$ cat src/rtl/axi_inf_pkg.sv
// Shared constants, FSM state type and sizing helper for the AXI write responder.
package axi_inf_pkg;

  localparam logic [1:0] BURST_INCR  = 2'b01;
  localparam logic [1:0] RESP_OKAY   = 2'b00;
  localparam logic [1:0] RESP_SLVERR = 2'b10;

  typedef enum logic [1:0] {
    ST_IDLE = 2'd0,
    ST_DATA = 2'd1,
    ST_RESP = 2'd2
  } wr_state_t;

  function automatic int clog2(input int value);
    int result;
    int v;
    result = 0;
    v      = value - 1;
    while (v > 0) begin
      result++;
      v = v >> 1;
    end
    return result;
  endfunction

endpackage

$ cat src/rtl/axi_inf_write_slave_core_if.sv
// AW/W/B channels plus the local memory write port of the write responder.
interface axi_inf_write_slave_core_if #(
  parameter int IDSIZE = 3,
  parameter int LSIZE  = 8,
  parameter int ASIZE  = 32,
  parameter int DSIZE  = 256
);
  logic [IDSIZE-1:0]  axi_awid;
  logic [ASIZE-1:0]   axi_awaddr;
  logic [LSIZE-1:0]   axi_awlen;
  logic [2:0]         axi_awsize;
  logic [1:0]         axi_awburst;
  logic               axi_awvalid;
  logic               axi_awready;
  logic [DSIZE-1:0]   axi_wdata;
  logic [DSIZE/8-1:0] axi_wstrb;
  logic               axi_wlast;
  logic               axi_wvalid;
  logic               axi_wready;
  logic [IDSIZE-1:0]  axi_bid;
  logic [1:0]         axi_bresp;
  logic               axi_bvalid;
  logic               axi_bready;
  logic               mem_wr_en;
  logic [ASIZE-1:0]   mem_wr_addr;
  logic [DSIZE-1:0]   mem_wr_data;
  logic [DSIZE/8-1:0] mem_wr_strb;
  logic               mem_wr_rdy;

  modport slave (
    input  axi_awid, axi_awaddr, axi_awlen, axi_awsize, axi_awburst, axi_awvalid,
    input  axi_wdata, axi_wstrb, axi_wlast, axi_wvalid, axi_bready, mem_wr_rdy,
    output axi_awready, axi_wready, axi_bid, axi_bresp, axi_bvalid,
    output mem_wr_en, mem_wr_addr, mem_wr_data, mem_wr_strb
  );

  modport master (
    output axi_awid, axi_awaddr, axi_awlen, axi_awsize, axi_awburst, axi_awvalid,
    output axi_wdata, axi_wstrb, axi_wlast, axi_wvalid, axi_bready, mem_wr_rdy,
    input  axi_awready, axi_wready, axi_bid, axi_bresp, axi_bvalid,
    input  mem_wr_en, mem_wr_addr, mem_wr_data, mem_wr_strb
  );
endinterface

$ cat src/rtl/axi_inf_wr_addr_gen.sv
// Per-beat byte address and beat counter for an INCR burst; shareable with the read responder.
module axi_inf_wr_addr_gen #(
  parameter int ASIZE = 32,
  parameter int LSIZE = 8
) (
  input  logic             axi_aclk,
  input  logic             axi_resetn,
  input  logic             load,
  input  logic             step,
  input  logic [ASIZE-1:0] start_addr,
  input  logic [2:0]       size,
  output logic [ASIZE-1:0] addr,
  output logic [LSIZE-1:0] beat_cnt
);
  logic [ASIZE-1:0] addr_reg;
  logic [2:0]       size_reg;
  logic [LSIZE-1:0] beat_reg;

  // Address wraps modulo 2**ASIZE; no 4 KB boundary handling.
  always_ff @(posedge axi_aclk or negedge axi_resetn) begin
    if (!axi_resetn) begin
      addr_reg <= '0;
      size_reg <= '0;
      beat_reg <= '0;
    end else if (load) begin
      addr_reg <= start_addr;
      size_reg <= size;
      beat_reg <= '0;
    end else if (step) begin
      addr_reg <= addr_reg + (ASIZE'(1) << size_reg);
      beat_reg <= beat_reg + LSIZE'(1);
    end
  end

  assign addr     = addr_reg;
  assign beat_cnt = beat_reg;
endmodule

$ cat src/rtl/axi_inf_write_slave_core.sv
// AXI4 single-outstanding write responder forwarding beats to a local write port.
// Optional wlast consistency check: define AXI_WR_SLAVE_WLAST_CHECK_EN.
module axi_inf_write_slave_core
  import axi_inf_pkg::*;
#(
  parameter int IDSIZE = 3,
  parameter int LSIZE  = 8,
  parameter int ASIZE  = 32,
  parameter int DSIZE  = 256
) (
  input  logic                       axi_aclk,
  input  logic                       axi_resetn,
  axi_inf_write_slave_core_if.slave  bus,
  output logic                       burst_done,
  output logic                       burst_err
);
  localparam logic [2:0] MAX_SIZE = 3'(clog2(DSIZE / 8));

  wr_state_t         state_reg;
  logic              awready_reg;
  logic              bvalid_reg;
  logic [IDSIZE-1:0] bid_reg;
  logic [1:0]        bresp_reg;
  logic [LSIZE-1:0]  len_reg;
  logic              err_cmd_reg;
  logic              err_last_reg;

  logic              aw_fire;
  logic              wready;
  logic              beat;
  logic              final_beat;
  logic              last_bad;
  logic [ASIZE-1:0]  beat_addr;
  logic [LSIZE-1:0]  beat_cnt;

  assign aw_fire    = (state_reg == ST_IDLE) && bus.axi_awvalid && awready_reg;
  assign wready     = (state_reg == ST_DATA) && bus.mem_wr_rdy;
  assign beat       = wready && bus.axi_wvalid;
  assign final_beat = (beat_cnt == len_reg);

`ifdef AXI_WR_SLAVE_WLAST_CHECK_EN
  assign last_bad = beat && (bus.axi_wlast != final_beat);
`else
  logic unused_wlast;
  assign last_bad     = 1'b0;
  assign unused_wlast = bus.axi_wlast;
`endif

  axi_inf_wr_addr_gen #(
    .ASIZE (ASIZE),
    .LSIZE (LSIZE)
  ) u_addr_gen (
    .axi_aclk   (axi_aclk),
    .axi_resetn (axi_resetn),
    .load       (aw_fire),
    .step       (beat),
    .start_addr (bus.axi_awaddr),
    .size       (bus.axi_awsize),
    .addr       (beat_addr),
    .beat_cnt   (beat_cnt)
  );

  always_ff @(posedge axi_aclk or negedge axi_resetn) begin
    if (!axi_resetn) begin
      state_reg    <= ST_IDLE;
      awready_reg  <= 1'b0;
      bvalid_reg   <= 1'b0;
      bid_reg      <= '0;
      bresp_reg    <= RESP_OKAY;
      len_reg      <= '0;
      err_cmd_reg  <= 1'b0;
      err_last_reg <= 1'b0;
    end else begin
      case (state_reg)
        ST_IDLE: begin
          awready_reg <= 1'b1;
          if (aw_fire) begin
            awready_reg  <= 1'b0;
            bid_reg      <= bus.axi_awid;
            len_reg      <= bus.axi_awlen;
            err_cmd_reg  <= (bus.axi_awburst != BURST_INCR) || (bus.axi_awsize > MAX_SIZE);
            err_last_reg <= 1'b0;
            state_reg    <= ST_DATA;
          end
        end
        ST_DATA: begin
          if (beat) begin
            err_last_reg <= err_last_reg | last_bad;
            // Count-based termination: wlast never ends or extends the burst.
            if (final_beat) begin
              bvalid_reg <= 1'b1;
              bresp_reg  <= (err_cmd_reg || err_last_reg || last_bad) ? RESP_SLVERR : RESP_OKAY;
              state_reg  <= ST_RESP;
            end
          end
        end
        ST_RESP: begin
          if (bus.axi_bready) begin
            bvalid_reg   <= 1'b0;
            awready_reg  <= 1'b1;
            err_last_reg <= 1'b0;
            state_reg    <= ST_IDLE;
          end
        end
        default: state_reg <= ST_IDLE;
      endcase
    end
  end

  assign bus.axi_awready = awready_reg;
  assign bus.axi_wready  = wready;
  assign bus.axi_bvalid  = bvalid_reg;
  assign bus.axi_bid     = bid_reg;
  assign bus.axi_bresp   = bresp_reg;

  // Bad-command bursts still drain their beats but never reach memory.
  assign bus.mem_wr_en   = beat && !err_cmd_reg;
  assign bus.mem_wr_addr = beat_addr;
  assign bus.mem_wr_data = bus.axi_wdata;
  assign bus.mem_wr_strb = bus.axi_wstrb;

  assign burst_done = bvalid_reg && bus.axi_bready;
  assign burst_err  = burst_done && (bresp_reg == RESP_SLVERR);
endmodule

$ cat src/flat_wrapper.sv
// flat-port wrapper written by rule: the top's interface ports become plain ports
module axi_inf_write_slave_core_flat import axi_inf_pkg::*;
#(
  parameter int IDSIZE = 3,
  parameter int LSIZE  = 8,
  parameter int ASIZE  = 32,
  parameter int DSIZE  = 256
)
  (axi_aclk, axi_resetn, burst_done, burst_err, bus_axi_awid, bus_axi_awaddr, bus_axi_awlen, bus_axi_awsize, bus_axi_awburst, bus_axi_awvalid, bus_axi_wdata, bus_axi_wstrb, bus_axi_wlast, bus_axi_wvalid, bus_axi_bready, bus_mem_wr_rdy, bus_axi_awready, bus_axi_wready, bus_axi_bid, bus_axi_bresp, bus_axi_bvalid, bus_mem_wr_en, bus_mem_wr_addr, bus_mem_wr_data, bus_mem_wr_strb);
  axi_inf_write_slave_core_if #(.IDSIZE(IDSIZE), .LSIZE(LSIZE), .ASIZE(ASIZE), .DSIZE(DSIZE)) bus_i ();
  input  logic axi_aclk;
  input  logic axi_resetn;
  output logic burst_done;
  output logic burst_err;
  input wire logic [$bits(bus_i.axi_awid)-1:0] bus_axi_awid;
  input wire logic [$bits(bus_i.axi_awaddr)-1:0] bus_axi_awaddr;
  input wire logic [$bits(bus_i.axi_awlen)-1:0] bus_axi_awlen;
  input wire logic [$bits(bus_i.axi_awsize)-1:0] bus_axi_awsize;
  input wire logic [$bits(bus_i.axi_awburst)-1:0] bus_axi_awburst;
  input wire logic [$bits(bus_i.axi_awvalid)-1:0] bus_axi_awvalid;
  input wire logic [$bits(bus_i.axi_wdata)-1:0] bus_axi_wdata;
  input wire logic [$bits(bus_i.axi_wstrb)-1:0] bus_axi_wstrb;
  input wire logic [$bits(bus_i.axi_wlast)-1:0] bus_axi_wlast;
  input wire logic [$bits(bus_i.axi_wvalid)-1:0] bus_axi_wvalid;
  input wire logic [$bits(bus_i.axi_bready)-1:0] bus_axi_bready;
  input wire logic [$bits(bus_i.mem_wr_rdy)-1:0] bus_mem_wr_rdy;
  output wire logic [$bits(bus_i.axi_awready)-1:0] bus_axi_awready;
  output wire logic [$bits(bus_i.axi_wready)-1:0] bus_axi_wready;
  output wire logic [$bits(bus_i.axi_bid)-1:0] bus_axi_bid;
  output wire logic [$bits(bus_i.axi_bresp)-1:0] bus_axi_bresp;
  output wire logic [$bits(bus_i.axi_bvalid)-1:0] bus_axi_bvalid;
  output wire logic [$bits(bus_i.mem_wr_en)-1:0] bus_mem_wr_en;
  output wire logic [$bits(bus_i.mem_wr_addr)-1:0] bus_mem_wr_addr;
  output wire logic [$bits(bus_i.mem_wr_data)-1:0] bus_mem_wr_data;
  output wire logic [$bits(bus_i.mem_wr_strb)-1:0] bus_mem_wr_strb;
  assign bus_i.axi_awid = bus_axi_awid;
  assign bus_i.axi_awaddr = bus_axi_awaddr;
  assign bus_i.axi_awlen = bus_axi_awlen;
  assign bus_i.axi_awsize = bus_axi_awsize;
  assign bus_i.axi_awburst = bus_axi_awburst;
  assign bus_i.axi_awvalid = bus_axi_awvalid;
  assign bus_i.axi_wdata = bus_axi_wdata;
  assign bus_i.axi_wstrb = bus_axi_wstrb;
  assign bus_i.axi_wlast = bus_axi_wlast;
  assign bus_i.axi_wvalid = bus_axi_wvalid;
  assign bus_i.axi_bready = bus_axi_bready;
  assign bus_i.mem_wr_rdy = bus_mem_wr_rdy;
  assign bus_axi_awready = bus_i.axi_awready;
  assign bus_axi_wready = bus_i.axi_wready;
  assign bus_axi_bid = bus_i.axi_bid;
  assign bus_axi_bresp = bus_i.axi_bresp;
  assign bus_axi_bvalid = bus_i.axi_bvalid;
  assign bus_mem_wr_en = bus_i.mem_wr_en;
  assign bus_mem_wr_addr = bus_i.mem_wr_addr;
  assign bus_mem_wr_data = bus_i.mem_wr_data;
  assign bus_mem_wr_strb = bus_i.mem_wr_strb;
  axi_inf_write_slave_core #(.IDSIZE(IDSIZE), .LSIZE(LSIZE), .ASIZE(ASIZE), .DSIZE(DSIZE)) u_core (.axi_aclk(axi_aclk), .axi_resetn(axi_resetn), .bus(bus_i), .burst_done(burst_done), .burst_err(burst_err));
endmodule
$ cat config.mk
export PLATFORM = sky130hd
export DESIGN_NAME = axi_inf_write_slave_core_flat
export DESIGN_NICKNAME = d
export VERILOG_FILES = /design/src/rtl/axi_inf_pkg.sv /design/src/rtl/axi_inf_write_slave_core_if.sv /design/src/rtl/axi_inf_wr_addr_gen.sv /design/src/rtl/axi_inf_write_slave_core.sv /design/src/flat_wrapper.sv
export SDC_FILE = /design/constraint.sdc
export NUM_CORES = 1
export LEC_CHECK = 0
export ABC_AREA = 1
export CAP_MARGIN = 20
export CORE_AREA = 2 2 260 262
export DETAILED_ROUTE_END_ITERATION = 6
export DIE_AREA = 0 0 262 264
export GPL_TIMING_DRIVEN = 0
export PLACE_DENSITY_LB_ADDON = 0.08
export REMOVE_ABC_BUFFERS = 1
export SLEW_MARGIN = 40
export SYNTH_ARGS = -nofsm -noshare
export SYNTH_HDL_FRONTEND = slang
export SYNTH_SLANG_ARGS = --single-unit
$ cat constraint.sdc
create_clock -name axi_aclk -period 5.9 [get_ports axi_aclk]
set_input_delay 1.475 -clock axi_aclk [delete_from_list [all_inputs] [get_ports axi_aclk]]
set_output_delay 1.475 -clock axi_aclk [all_outputs]
set_load 0.02 [all_outputs]
Word-level counts from Yosys, hierarchy flattened
Index checks and enable logic that the tools add are counted.
{"block": "word_totals", "register_bits": 62, "in_bits": 343, "output_inout_bits": 331, "word_cells": 63}
{"block": "op_classes", "eq_ne": 9, "magnitude_cmp": 1, "muxes": 19, "shift": 1, "n_reduce_logical": 20, "addsub": 2}
{"op": "2-to-1 mux 32 bit", "n": 2}
{"op": "adder 32 bit", "n": 1}
{"op": "left shift 1 x 3 -> 32 bit (first input constant)", "n": 1}
{"op": "2-to-1 mux 8 bit", "n": 2}
{"op": "2-to-1 mux 2 bit", "n": 5}
{"op": "adder 8 x 1 -> 8 bit (second input constant)", "n": 1}
{"op": "equality test 8 bit", "n": 1}
{"op": "!= test 2 x 1 -> 1 bit (second input constant)", "n": 4}
{"op": "AND reduction 4 bit", "n": 2}
{"op": "logical AND 1 bit", "n": 7}
{"op": "2-to-1 mux 1 bit", "n": 6}
{"op": "one-hot mux 1 bit (2 select lines)", "n": 3}
{"op": "one-hot mux 2 bit (3 select lines)", "n": 1}
{"op": "AND reduction 3 bit", "n": 2}
{"op": "nonzero test 2 bit", "n": 3}
{"op": "equality test 2 bit (second input constant)", "n": 2}
{"op": "AND reduction 2 bit", "n": 2}
{"op": "greater-than comparator 3 bit (second input constant)", "n": 1}
{"op": "equality test 2 x 1 -> 1 bit (second input constant)", "n": 1}
{"op": "zero test 2 bit", "n": 1}
{"op": "logical OR 1 bit", "n": 2}
{"op": "!= test 2 bit (second input constant)", "n": 1}
{"op": "zero test 1 bit", "n": 1}

Depth between registers and ports, before layout
{"block": "logic_depth", "depth_word": 5, "depth_mapped": 14, "depth_no_buf": 14}

Modules after synthesis
From an unflattened synthesis, not the netlist that was laid out.
{"block": "unflattened", "cells_unflattened": 860, "area_unflattened_um2": 6134.6}
{"mod": "axi_inf_wr_addr_gen", "seq_area_each_um2": 1076.0, "cells_each": 450, "area_per_inst_um2": 3067.9, "instances": 1}
{"mod": "axi_inf_write_slave_core", "seq_area_each_um2": 425.4, "cells_each": 410, "area_per_inst_um2": 3066.7, "instances": 1}

Worst setup path before layout
Ideal clock, no wire load.
{"block": "synth_path", "path_type": "input -> output", "startpoint": "input port bus_axi_wvalid", "endpoint": "output port bus_mem_wr_en", "n_path_buf": 0, "stages": 2, "path_slack_ns": 2.560, "t_arrival_ns": 1.865, "cell_sequence": "nand3_4 -> nor2_1"}
{"block": "synth_between", "elab_chain_len": 2}
{"element": "start: declaration", "line": "flat_wrapper.sv:24", "text": "input wire logic [$bits(bus_i.axi_wvalid)-1:0] bus_axi_wvalid;"}
{"element": "logical AND 1 bit", "line": "axi_inf_write_slave_core.sv:38", "text": "assign beat = wready && bus.axi_wvalid;"}
{"element": "logical AND 1 bit", "line": "axi_inf_write_slave_core.sv:117", "text": "assign bus.mem_wr_en = beat && !err_cmd_reg;"}
{"element": "end: declaration", "line": "flat_wrapper.sv:32", "text": "output wire logic [$bits(bus_i.mem_wr_en)-1:0] bus_mem_wr_en;"}
Every way passes these cells.

Worst setup path after layout
{"block": "layout_path", "startpoint": "input port bus_mem_wr_rdy", "endpoint": "output port bus_mem_wr_en"}
{"block": "layout_between", "elab_chain_len": 3}
{"element": "start: declaration", "line": "flat_wrapper.sv:26", "text": "input wire logic [$bits(bus_i.mem_wr_rdy)-1:0] bus_mem_wr_rdy;"}
{"element": "logical AND 1 bit", "line": "axi_inf_write_slave_core.sv:37", "text": "assign wready = (state_reg == ST_DATA) && bus.mem_wr_rdy;"}
{"element": "logical AND 1 bit", "line": "axi_inf_write_slave_core.sv:38"}
{"element": "logical AND 1 bit", "line": "axi_inf_write_slave_core.sv:117"}
Every way passes these cells.

==> impl_metrics.tcl <==
set metrics [dict create \
    ctsResizeCount 0 \
    async_flop_share 1.000 \
    finalMaxSlewViolations 0 \
    crit_path_max_incr_delay_ns 0.63 \
    min_path_type "flip-flop to flip-flop" \
    synth_compound_area_frac 0.06382 \
    worstSetupPathType "primary input to output pin" \
    diodes 0 \
    drt-initial-drc-count 614 \
    ys_warn_count 0 \
    viasPerCell 3.625 \
    synth_xor_area_frac 0.01826 \
    p_int_mw 1.520 \
    ys_seq_area_frac 0.2408 \
    clkSinkCount 60 \
    yosys-top-cells-area "buf_4 (35%), dfrtp_1 (24%), nand2_1 (13%)" \
    hold_path_end "u_core.bus.axi_bid[0]" \
    layout_setup_ws_ns 1.489 \
    cts_tree "done" \
    relSlewSlack 0.5105 \
    place_area_mm2 0.006111 \
    worst_pin_slew_ns 0.7342 \
    max_freq_mhz 226.7 \
    drt_wl_total_mm 119.7 \
    synth_top_family_by_area "buffers and inverters" \
    path_cells "clkdlybuf4s50_1 -> nand3_4 -> nor2_1 -> clkdlybuf4s50_1" \
    synth_top_area_frac 0.3504 \
    fin_worst_skew_ns 0.01885 \
    final_area_mm2 0.006440 \
    reg2reg_depth 6 \
    first_pass_iters 5 \
    die_y_um 264 \
    setup_violations 0 \
    synth_fa_ha_area_frac 0.02127 \
    status "finished, final reports clean" \
    cp-start-kind "primary input" \
    synth_cell_types 39 \
    p_leak_nw 2.734 \
    cts.htree.levels 3 \
    p_sw_mw 1.492 \
    crit_required_ns 4.43 \
    cts_buffers 9 \
    synthSimpleGateAreaFrac 0.2476 \
    min_path_cells 2 \
    timing.critical_path.buf_inv 2 \
    largest_register_ff_count 32 \
    chipWidth_um 262 \
    min_from "u_core.bus.axi_bid[0]" \
    p_comb_frac 0.494 \
    max-cap-violations 0 \
    fin_crit_ns 4.411 \
    dieArea_mm2 0.06917 \
    clkSlewWorstSetupHoldPaths_ns 0.06 \
    syn2layout_area_growth_pct 3.291 \
    cts_root_buf "clkbuf_16" \
    drive_gt1_frac 0.05248 \
    post_cts_buffers 0 \
    cp.arrival_ns 2.94 \
    postSynthAreaPerCell_um2 6.958 \
    initial_core_util 0.09367 \
    hold_buffers 0 \
    powerDensity_mw_per_mm2 467.8 \
    fin_nets 1053 \
    grt_pass1_vias 5401 \
    gp_congestion 1.276 \
    grt_pass1_wl_mm 132.9 \
    core_area_mm2 0.06656 \
    io_buffers 95 \
    ios 674 \
    r2r_end "u_core.u_addr_gen.beat_cnt[1]" \
    postRouteAntennaNets 0 \
    rows 95 \
    irDropWorstVdd_uv 115.5 \
    crit_top_cell "clkdlybuf4s50_1" \
    antenna_found_initial 0 \
    worst_skew_pair.late_latency_ns 0.40 \
    swShare 0.4953 \
    pre_cts_ws_ns 1.495 \
    ys.flop_type "dfrtp_1" \
    synth_edf_count 0 \
    grt_max_degree 42 \
    grt_setup_unrepaired "no" \
    synth_top_cell_by_area "buf_4" \
    hold_viol 0 \
    syn-cell-area_mm2 0.006235 \
    ys_seq_elements 60 \
    routedWlPerCell_um 75.85 \
    synthMuxAreaShare 0 \
    crit_path_end_kind "output pin" \
    rrSetupSlack_ns 3.07 \
    synth.most_common_cell "buf_4" \
    synthCells 896 \
    grt_use_total 0.3408 \
    critPathMaxFanout 5 \
    grt.overflow.total 0 \
    power_frac_clock 0.221 \
    vias 5721 \
    cts_buffer_depth 2 \
    path_delay_family "buffers and inverters" \
    seq_power_share 0.285 \
    reg2reg_from "u_core.state_reg[1]" \
    p_total_mw 3.013 \
    synth_common_cells "buf_4 (291), nand2_1 (214), inv_1 (74), dfrtp_1 (60)" \
    route.detailed.drc 0 \
    dp_hpwl_mm 113.5 \
    period_share 0.7476 \
    cp_slowest_cell "clkdlybuf4s50_1" \
]
## how the worst max path moves through the flow
stage	start	to	slack, ns	cells after the start
3_3_place_gp	bus_axi_awvalid	u_core.u_addr_gen.beat_cnt[1]	-1.12	5
3_5_place_dp	bus_mem_wr_rdy	bus_mem_wr_en	1.50	4
6_report	bus_mem_wr_rdy	bus_mem_wr_en	1.49	4
4_1_cts	bus_mem_wr_rdy	bus_mem_wr_en	1.50	4
5_1_grt	bus_mem_wr_rdy	bus_mem_wr_en	1.40	4
2_1_floorplan	bus_axi_awvalid	u_core.u_addr_gen.beat_cnt[1]	2.32	4
## power groups by stage
stage          Combinational (mW)  Sequential (mW)  Clock (mW)
2_1_floorplan               0.700            0.868           0
3_3_place_gp                 1.51            0.867           0
3_5_place_dp                 1.51            0.863           0
4_1_cts                      1.51            0.859       0.688
5_1_grt                      1.65            0.887       0.706
6_report                     1.49            0.860       0.666
## layout by cell type, fill, tap and decap left out, drive strengths merged
cell type,instances
o21ai,37
bufinv,2
buf,4
or2,5
xor2,4
a31oi,7
o21bai,3
o211ai,2
nor3,17
and2,2
clkbuf,13
nor2,50
inv,76
clkinv,2
nor2b,1
a22o,1
nand3,50
a21oi,20
ha,9
conb,1
nand2,218
nand3b,8
clkdlybuf4s50,94
fa,1
xnor2,9
dfrtp,60
a211oi,1
nand4,6
o22ai,1
a32oi,1
## worst register-to-register path: stages (launching register included)
cell     delay [ns]
dfrtp_1        0.43
nor2_1         0.22
nand3_4        0.44
buf_12         0.36
nand2_4        0.48
inv_2          0.48
a22o_1         0.31
## routing by layer
layer | part of all wire | vias up | track usage
li1 | - | 2123 | -
met1 | 0.12 | 2376 | 0.1106
met2 | 0.46 | 1004 | 0.5543
met3 | 0.28 | 172 | 0.4678
met4 | 0.11 | 46 | 0.2843
met5 | 0.026 | - | 0.3326
## cells by family (layout without fill, tap and decap cells)
kind of cell,Yosys count,in the layout
compound gates,73,73
xor+xnor,13,13
fa+ha+maj,10,10
buf+inv,382,191
flops,60,60
other cells,1,1
simple gates,357,357
## cell type report
type / instances / area [um^2]
fillers: 7780 / 60120
multi-input cells: 454 / 2205
flip-flops and latches: 60 / 1501
well taps: 873 / 1092
repair buffers: 98 / 1020
inverters: 77 / 292.8
clock buffers: 13 / 260.3
clock inverters: 3 / 68.82
## per-stage QoR
| step | hold slack, ns | setup TNS, ns | utilization | cells |
|---|---|---|---|---|
| global placement | 0.4708 | -23.46 | 0.09055 | 1559 |
| finish | 0.4946 | 0 | 0.09675 | 1578 |
| CTS | 0.4890 | 0 | 0.09675 | 1578 |
| global route | 0.5244 | 0 | 0.09675 | 1578 |
| detailed placement | 0.4734 | 0 | 0.09180 | 1562 |
| floorplan | 0.4592 | 0 | - | 591 |
(Power assumes the default switching activity.)
